**config.mk**
```make
export PLATFORM = sky130hd
export DESIGN_NAME = fetch_pair_unit
export DESIGN_NICKNAME = d
export VERILOG_FILES = /design/src/rtl/fetch_pair_unit.sv
export SDC_FILE = /design/constraint.sdc
export NUM_CORES = 1
export LEC_CHECK = 0
export CAP_MARGIN = 20
export CORE_MARGIN = 4
export CORE_UTILIZATION = 46
export DETAILED_ROUTE_END_ITERATION = 8
export PLACE_DENSITY = 0.87
export SKIP_LAST_GASP = 1
export SYNTH_ARGS = -nofsm -noshare
export SYNTH_HDL_FRONTEND = slang
export SYNTH_SLANG_ARGS = --single-unit
```
**constraint.sdc**
```tcl
create_clock -name clk -period 2.42 [get_ports clk]
set_clock_uncertainty 0.1 [all_clocks]
set_input_delay 0.242 -clock clk [delete_from_list [all_inputs] [get_ports clk]]
set_output_delay 0.242 -clock clk [all_outputs]
set_load 0.01 [all_outputs]
```
**src/rtl/fetch_pair_unit.sv**
```systemverilog
// Fetch front end: PC generation, paired I-cache fetch and packet push.
// Ports: clk/rst, flush/new_pc redirect, stall from the instruction buffer,
//   bpu_pc/pred_taken/pred_target predictor, icache_* request/response,
//   inst_valid/pc1/pc2/inst1/inst2/pred_addr/is_exception/exception_cause.
module fetch_pair_unit #(
   parameter logic [31:0] RESET_PC   = 32'h1c000000,
   parameter logic [6:0]  ADEF_CAUSE = 7'h08
) (
   input  logic        clk,
   input  logic        rst,
   input  logic        flush,
   input  logic [31:0] new_pc,
   input  logic        stall,
   output logic [31:0] bpu_pc,
   input  logic        pred_taken,
   input  logic [31:0] pred_target,
   output logic        icache_req,
   output logic [31:0] icache_addr,
   input  logic        icache_ready,
   input  logic        icache_rvalid,
   input  logic [31:0] icache_inst1,
   input  logic [31:0] icache_inst2,
   output logic        inst_valid,
   output logic [31:0] pc1,
   output logic [31:0] pc2,
   output logic [31:0] inst1,
   output logic [31:0] inst2,
   output logic [31:0] pred_addr,
   output logic        is_exception,
   output logic [6:0]  exception_cause
);

   typedef enum logic [2:0] {
      ST_REQ,
      ST_WAIT,
      ST_OUT,
      ST_DROP,
      ST_EXC
   } state_t;

   typedef struct packed {
      logic [31:0] pc1;
      logic [31:0] pc2;
      logic [31:0] inst1;
      logic [31:0] inst2;
      logic [31:0] pred;
      logic        exc;
      logic [6:0]  cause;
   } pkt_t;

   state_t      state_q, state_d;
   logic [31:0] pc_q, pc_d;
   logic [31:0] npc_q, npc_d;
   pkt_t        pkt_q, pkt_d;

   logic aligned;
   logic req;
   logic accept;

   always_comb begin
      state_d = state_q;
      pc_d    = pc_q;
      npc_d   = npc_q;
      pkt_d   = pkt_q;

      aligned = (pc_q[1:0] == 2'b00);
      // Reset gates the request so nothing is issued while the cache resets.
      req     = (state_q == ST_REQ) && aligned && !rst;
      accept  = req && icache_ready;

      if (flush) begin
         pc_d = new_pc;
         unique case (state_q)
            ST_WAIT: state_d = icache_rvalid ? ST_REQ : ST_DROP;
            ST_REQ:  state_d = accept ? ST_DROP : ST_REQ;
            ST_DROP: state_d = icache_rvalid ? ST_REQ : ST_DROP;
            default: state_d = ST_REQ;
         endcase
      end else begin
         unique case (state_q)
            ST_REQ: begin
               if (!aligned) begin
                  pkt_d.pc1   = pc_q;
                  pkt_d.pc2   = pc_q + 32'd4;
                  pkt_d.inst1 = '0;
                  pkt_d.inst2 = '0;
                  pkt_d.pred  = pc_q + 32'd8;
                  pkt_d.exc   = 1'b1;
                  pkt_d.cause = ADEF_CAUSE;
                  state_d     = ST_OUT;
               end else if (accept) begin
                  npc_d   = pred_taken ? pred_target : pc_q + 32'd8;
                  state_d = ST_WAIT;
               end
            end
            ST_WAIT: begin
               if (icache_rvalid) begin
                  pkt_d.pc1   = pc_q;
                  pkt_d.pc2   = pc_q + 32'd4;
                  pkt_d.inst1 = icache_inst1;
                  pkt_d.inst2 = icache_inst2;
                  pkt_d.pred  = npc_q;
                  pkt_d.exc   = 1'b0;
                  pkt_d.cause = '0;
                  state_d     = ST_OUT;
               end
            end
            ST_OUT: begin
               if (!stall) begin
                  if (pkt_q.exc) begin
                     state_d = ST_EXC;
                  end else begin
                     pc_d    = npc_q;
                     state_d = ST_REQ;
                  end
               end
            end
            ST_DROP: begin
               if (icache_rvalid) state_d = ST_REQ;
            end
            ST_EXC: state_d = ST_EXC;
            default: state_d = ST_REQ;
         endcase
      end
   end

   always_ff @(posedge clk) begin
      if (rst) begin
         state_q <= ST_REQ;
         pc_q    <= RESET_PC;
         npc_q   <= '0;
         pkt_q   <= '0;
      end else begin
         state_q <= state_d;
         pc_q    <= pc_d;
         npc_q   <= npc_d;
         pkt_q   <= pkt_d;
      end
   end

   assign bpu_pc          = pc_q;
   assign icache_addr     = pc_q;
   assign icache_req      = req;
   assign inst_valid      = (state_q == ST_OUT) && !stall && !flush && !rst;
   assign pc1             = pkt_q.pc1;
   assign pc2             = pkt_q.pc2;
   assign inst1           = pkt_q.inst1;
   assign inst2           = pkt_q.inst2;
   assign pred_addr       = pkt_q.pred;
   assign is_exception    = pkt_q.exc;
   assign exception_cause = pkt_q.cause;

endmodule

```
Word-level counts from Yosys, hierarchy flattened --
Cells that the tools add are included.
Storage, ports and cells: logic and storage cells 62, output and inout port bits 234, input bits 135, register bits 235
Cells by class: mux-type cells 19, reductions and logical operators 18, bitwise operators 1, equality and inequality tests 12, $add $sub $neg 2
Operator list (number):
- 168-bit two-way mux | 2
- 168-bit one-hot mux with 2 select lines | 1
- 32-bit two-way mux | 5
- 32-bit by 3-bit adder with 32-bit output (second input constant) | 1
- 32-bit by 4-bit adder with 32-bit output (second input constant) | 1
- 3-bit two-way mux | 7
- 3-bit one-hot mux with 5 select lines | 1
- 4-bit AND reduction | 3
- 3-bit inequality test (second input constant) | 3
- 2-bit inequality test (second input constant) | 4
- 3-bit by 2-bit equality test with 1-bit output (second input constant) | 2
- 1-bit logical AND | 6
- 2-bit two-way mux | 2
- 4-bit inequality test (second input constant) | 1
- 2-bit one-hot mux with 2 select lines | 1
- 2-bit nonzero test | 2
- 3-bit by 1-bit equality test with 1-bit output (second input constant) | 1
- 3-bit equality test (second input constant) | 1
- 1-bit zero test | 3
- 3-bit zero test | 1
- 3-bit AND reduction | 1
- 2-bit zero test | 1
- 2-bit OR reduction | 1
- 1-bit inverter | 1

Depth between registers and ports, before layout --
word-level depth 8, mapped depth 8, depth with buffers taken out 6

Least setup slack after synthesis --
OpenSTA, ideal clock, no wires.
path kind flip-flop to flip-flop, start register pc_q[3], in the netlist bpu_pc[3], end register pkt_q, in the netlist pc2[20], data required time 2.234 ns, data arrival time 1.975 ns, cell stages (with the launch flop) 7, setup slack 0.259 ns, buffers on the path 0, clock period less this slack 2.161 ns, path through dfxtp_1 > ha_1 > nand3_1 > nor4_1 > nand4_1 > xor2_1 > a211oi_1
On the way: word-level cells in the longest chain between the ends 3
RTL lines:
- from (decl) | line 52 | logic [31:0] pc_q, pc_d;
- from (signal assigned) | line 135 | pc_q <= pc_d;
- 32-bit by 3-bit adder with 32-bit output (*) | line 84, 99
- 168-bit two-way mux, on equally long branches | line 97, 82
- 168-bit one-hot mux with 2 select lines (*) | line 80 | unique case (state_q)
- to (signal assigned) | line 137 | pkt_q <= pkt_d;
- to (decl) | line 54 | pkt_t pkt_q, pkt_d;
Every way passes the cells marked *; elsewhere a longest branch is shown, timed or not. The select of a mux whose other input is x is not followed. A chain may end at the register's enable or synchronous reset.

Worst setup path in the final report --
start register state_q[0], end register pkt_q, in the netlist pred_addr[25]
On the way: word-level cells in the longest chain between the ends 3
RTL lines:
- from (decl) | line 51 | state_t state_q, state_d;
- from (signal assigned) | line 134 | state_q <= state_d;
- 3-bit by 1-bit equality test with 1-bit output or 3-bit zero test (tied branches) | line 80
- 2-bit inequality test (no line) or 2-bit nonzero test (tied branches)
- 4-bit AND reduction (no line)
Parallel ways exist; a longest one is shown, timed or not.

==> insert_results.sql <==
INSERT INTO impl_metrics (metric_group, metric, value, unit) VALUES
('cts', 'cts-root-buf', 'clkbuf_16', ''),
('setup_path', 'worst_r2r_endpoint', 'pred_addr[25]', ''),
('yosys', 'synth_sequential_area_ratio', '42.7', '%'),
('cts', 'cts_buffers', '25', ''),
('timing', 'fmax', '437', 'MHz'),
('placement', 'post-dp-hpwl', '28000', 'microns'),
('power_and_ir_drop', 'p_int', '0.00686', 'W'),
('timing', 'setup_viol', '0', ''),
('power_and_ir_drop', 'clock_power_share', '38.9', '%'),
('floorplanning', 'die-height', '160', 'microns'),
('yosys', 'synth.avg_cell_area', '8.28', 'sq um'),
('floorplanning', 'die_w', '160', 'microns'),
('yosys', 'yosysWarnings', '0', ''),
('setup_path', 'setup_cp_type', 'reg -> reg', ''),
('setup_path', 'critical_path.reg2reg.startpoint', 'state_q[0]', ''),
('cts', 'cts_setup_buffers', '0', ''),
('cells_and_area', 'post_layout_nets', '1732', ''),
('cells_and_area', 'area.growth.synth_to_final', '44.0', '%'),
('drt', 'total_via_count_after_detailed_routing', '11003', ''),
('cells_and_area', 'utilization', '67.4', '%'),
('power_and_ir_drop', 'peakVddDrop', '0.465', 'mV'),
('outcome', 'run_status', 'complete, no violations', ''),
('global_routing', 'global_route.usage.total', '28.4', '%'),
('floorplanning', 'placeableCoreArea', '22600', 'sq um'),
('worst_hold_path', 'hold_class', 'in -> reg', ''),
('setup_path', 'timing.critical_path.fanout_max', '20', ''),
('floorplanning', 'starting_density_of_the_core', '46.8', '%'),
('power_and_ir_drop', 'power-per-cell-area', '612', 'nW/um^2'),
('drt', 'drc', '0', ''),
('drt', 'antenna_left', '0', ''),
('timing', 'unrepaired_setup_endpoints_after_global_routing', 'false', ''),
('cts', 'clock_sinks', '226', ''),
('power_and_ir_drop', 'combinationalPowerShare', '18.2', '%'),
('setup_path', 'timing.reg2reg.worst_path_depth', '6', ''),
('yosys', 'async_reset_ff_share', '0', '%'),
('floorplanning', 'placement_rows', '55', ''),
('setup_path', 'worstSetupEndpointType', 'flop', ''),
('cts', 'cts_tree', 'done', ''),
('timing', 'finalCriticalPeriod', '2.29', 'ns'),
('floorplanning', 'ioPinCount', '369', ''),
('cts', 'clock_insertion_delay_worst_skew', '0.51', 'ns'),
('setup_path', 'rrSetupSlack', '0.13', 'ns'),
('timing', 'tightestPinTransition', '0.686', 'ns'),
('yosys', 'synth_area', '10600', 'sq um'),
('setup_path', 'worst_ep_arrival_time', '2.59', 'ns'),
('power_and_ir_drop', 'netSwitchingFraction', '26.6', '%'),
('timing', 'layout_worst_path_cycle_share', '94.7', '%'),
('placement', 'place_congestion', '0.924', ''),
('global_routing', 'antenna_found_initial', '1', ''),
('yosys', 'ys_ff_latch', '226', ''),
('setup_path', 'critPathLaunch', 'state_q[0]', ''),
('power_and_ir_drop', 'sequentialPowerShare', '42.9', '%'),
('setup_path', 'critPathLaunchType', 'flop', ''),
('drt', 'drt-pass1-iter-count', '6', ''),
('timing', 'count_of_final_hold_check_violations', '0', ''),
('global_routing', 'grt_start_max_net_pins', '117', ''),
('job', 'drv_cap', '0', ''),
('drt', 'wire_per_inst', '20.4', 'microns'),
('yosys', 'synth_largest_area_cell', 'dfxtp_1', ''),
('global_routing', 'grt_first_pass_wirelength', '59300', 'microns'),
('drt', 'drt-total-wl', '38700', 'microns'),
('yosys', 'ys_top_cells_by_area', 'dfxtp_1 (43%), nand2_1 (7.2%), a21oi_1 (6.9%)', ''),
('yosys', 'syn-instance-count', '1280', ''),
('power_and_ir_drop', 'power_switching', '0.00248', 'W'),
('timing', 'slew_limit_fails', '0', ''),
('global_routing', 'grt_pass1_vias', '10739', ''),
('yosys', 'post_synth_num_cell_types', '62', ''),
('setup_path', 'endpoint', 'pred_addr[25]', ''),
('timing', 'postLayoutSetupSlackWorst', '0.129', 'ns'),
('global_routing', 'grt_overflow', '0', ''),
('yosys', 'synth_largest_type_area_fraction', '42.7', '%');
[per-layer routing]
| metal | GRT usage [%] | wire (microns) |
|---|---|---|
| met1 | 36.0 | 14700 |
| met2 | 47.3 | 18200 |
| met3 | 6.84 | 4030 |
| met4 | 10.6 | 1800 |
| met5 | 0 | 13 |
[cell families (layout without fill, tap and decap cells)]
group	Yosys count	in the layout	synth area share [%]
multiplexers	73	73	7.26
AO/OA/AOI/OAI	281	281	16.2
XOR/XNOR	50	50	4.13
flip-flops	226	226	42.7
adder cells (fa/ha/maj)	2	2	0.236
other	1	7	0.0354
AND/OR/NAND/NOR	483	483	21.4
buffers and inverters	164	489	8.13
[flip-flops by register name (all words and copies together), names as in the netlist]
name             count
pc2                 30
inst1               32
pred_addr           32
npc_q               32
exception_cause      1
bpu_pc              32
state_q              3
pc1                 32
inst2               32
[timing repair]
action | 4_1_cts | 5_1_grt
endpoints found under the setup margin | 2 | 2
gates resized for setup | 2 | 3
endpoints found under the hold margin | 16 | 0
hold buffers | 1 | 0
[worst min-delay path by stage]
stage | from | cells past startpoint | to | slack [ns]
2_1_floorplan | new_pc[26] | 2 | bpu_pc[26] | 0.27
3_3_place_gp | pred_addr[18] | 2 | pred_addr[18] | 0.33
3_5_place_dp | inst2[14] | 2 | inst2[14] | 0.34
4_1_cts | flush | 3 | bpu_pc[29] | 0.05
5_1_grt | flush | 3 | bpu_pc[30] | 0.10
6_report | flush | 3 | bpu_pc[30] | 0.07
[through the flow]
step / instances / hold WS (ns) / TNS, ns / power (W) / area [sq um]
2_1_floorplan: 1285 / 0.270 / 0 / 0.00491 / 10600
3_3_place_gp: 1852 / 0.332 / 0 / 0.00572 / 14500
3_5_place_dp: 1852 / 0.342 / -0.000227 / 0.00575 / 14500
4_1_cts: 1895 / 0.0509 / 0 / 0.00937 / 15200
5_1_grt: 1895 / 0.105 / 0 / 0.00966 / 15300
6_report: 1896 / 0.0679 / 0 / 0.00935 / 15300
[layout make-up]
cell class              instances  area (sq um)
diodes                          1          2.50
inverters                       8          30.0
repair buffers                439          4290
fillers                      1743          7370
clock buffers                  35           723
multi-input cells             895          5280
flip-flops and latches        226          4530
well taps                     285           357
clock inverters                 7          60.1
[power groups by stage]
stage / sequential (W) / clock [W] / combinational [W]
after floorplan: 0.00411 / 0 / 0.000794
after global placement: 0.00408 / 0 / 0.00164
after detailed placement: 0.00409 / 0 / 0.00167
after CTS: 0.00401 / 0.00369 / 0.00168
after global routing: 0.00403 / 0.00383 / 0.00180
final: 0.00401 / 0.00364 / 0.00170
[worst max-delay path: stages (launching register included)]
cell and delay, ns:
dfxtp_1 0.30, buf_4 0.22, or3_1 0.50, nand3_4 0.27
buf_4 0.31, a21oi_1 0.12, a221oi_1 0.35
[synthesized netlist by cell type, types with 2 or more instances]
master / n
dfxtp_1: 226
nand2_1: 203
a21oi_1: 147
nand3_1: 91
nor2_1: 85
clkbuf_1: 67
buf_4: 46
mux2i_1: 42
a211oi_1: 37
xor2_1: 35
buf_2: 34
o21ai_0: 26
mux2_2: 25
and3_1: 18
nor3_1: 15
xnor2_1: 15
nand4_1: 14
o22ai_1: 14
and2_1: 11
nand2b_1: 10
o211ai_1: 10
o221ai_1: 10
a221oi_1: 9
a311oi_1: 8
or3_1: 8
inv_1: 7
mux2_1: 6
nor4_1: 6
a31oi_1: 4
and4_1: 4
buf_1: 4
buf_6: 4
nor4_2: 4
a31o_2: 3
a211oi_2: 2
a22o_1: 2
ha_1: 2
nand4b_1: 2
[cell usage in the layout, fill, tap and decap left out, types with 15 or more instances in the layout]
master           synthesis  routed
a211oi_1                37      37
a21oi_1                147     147
and3_1                  18      17
buf_4                   46      69
clkbuf_16                0      25
clkdlybuf4s50_1          0     358
dfxtp_1                226     225
mux2_2                  25      25
mux2i_1                 42      42
nand2_1                203     203
nand3_1                 91      90
nor2_1                  85      85
nor3_1                  15      15
o21ai_0                 26      26
xnor2_1                 15      15
xor2_1                  35      35
Note: power is estimated with default switching activity, not from simulation.
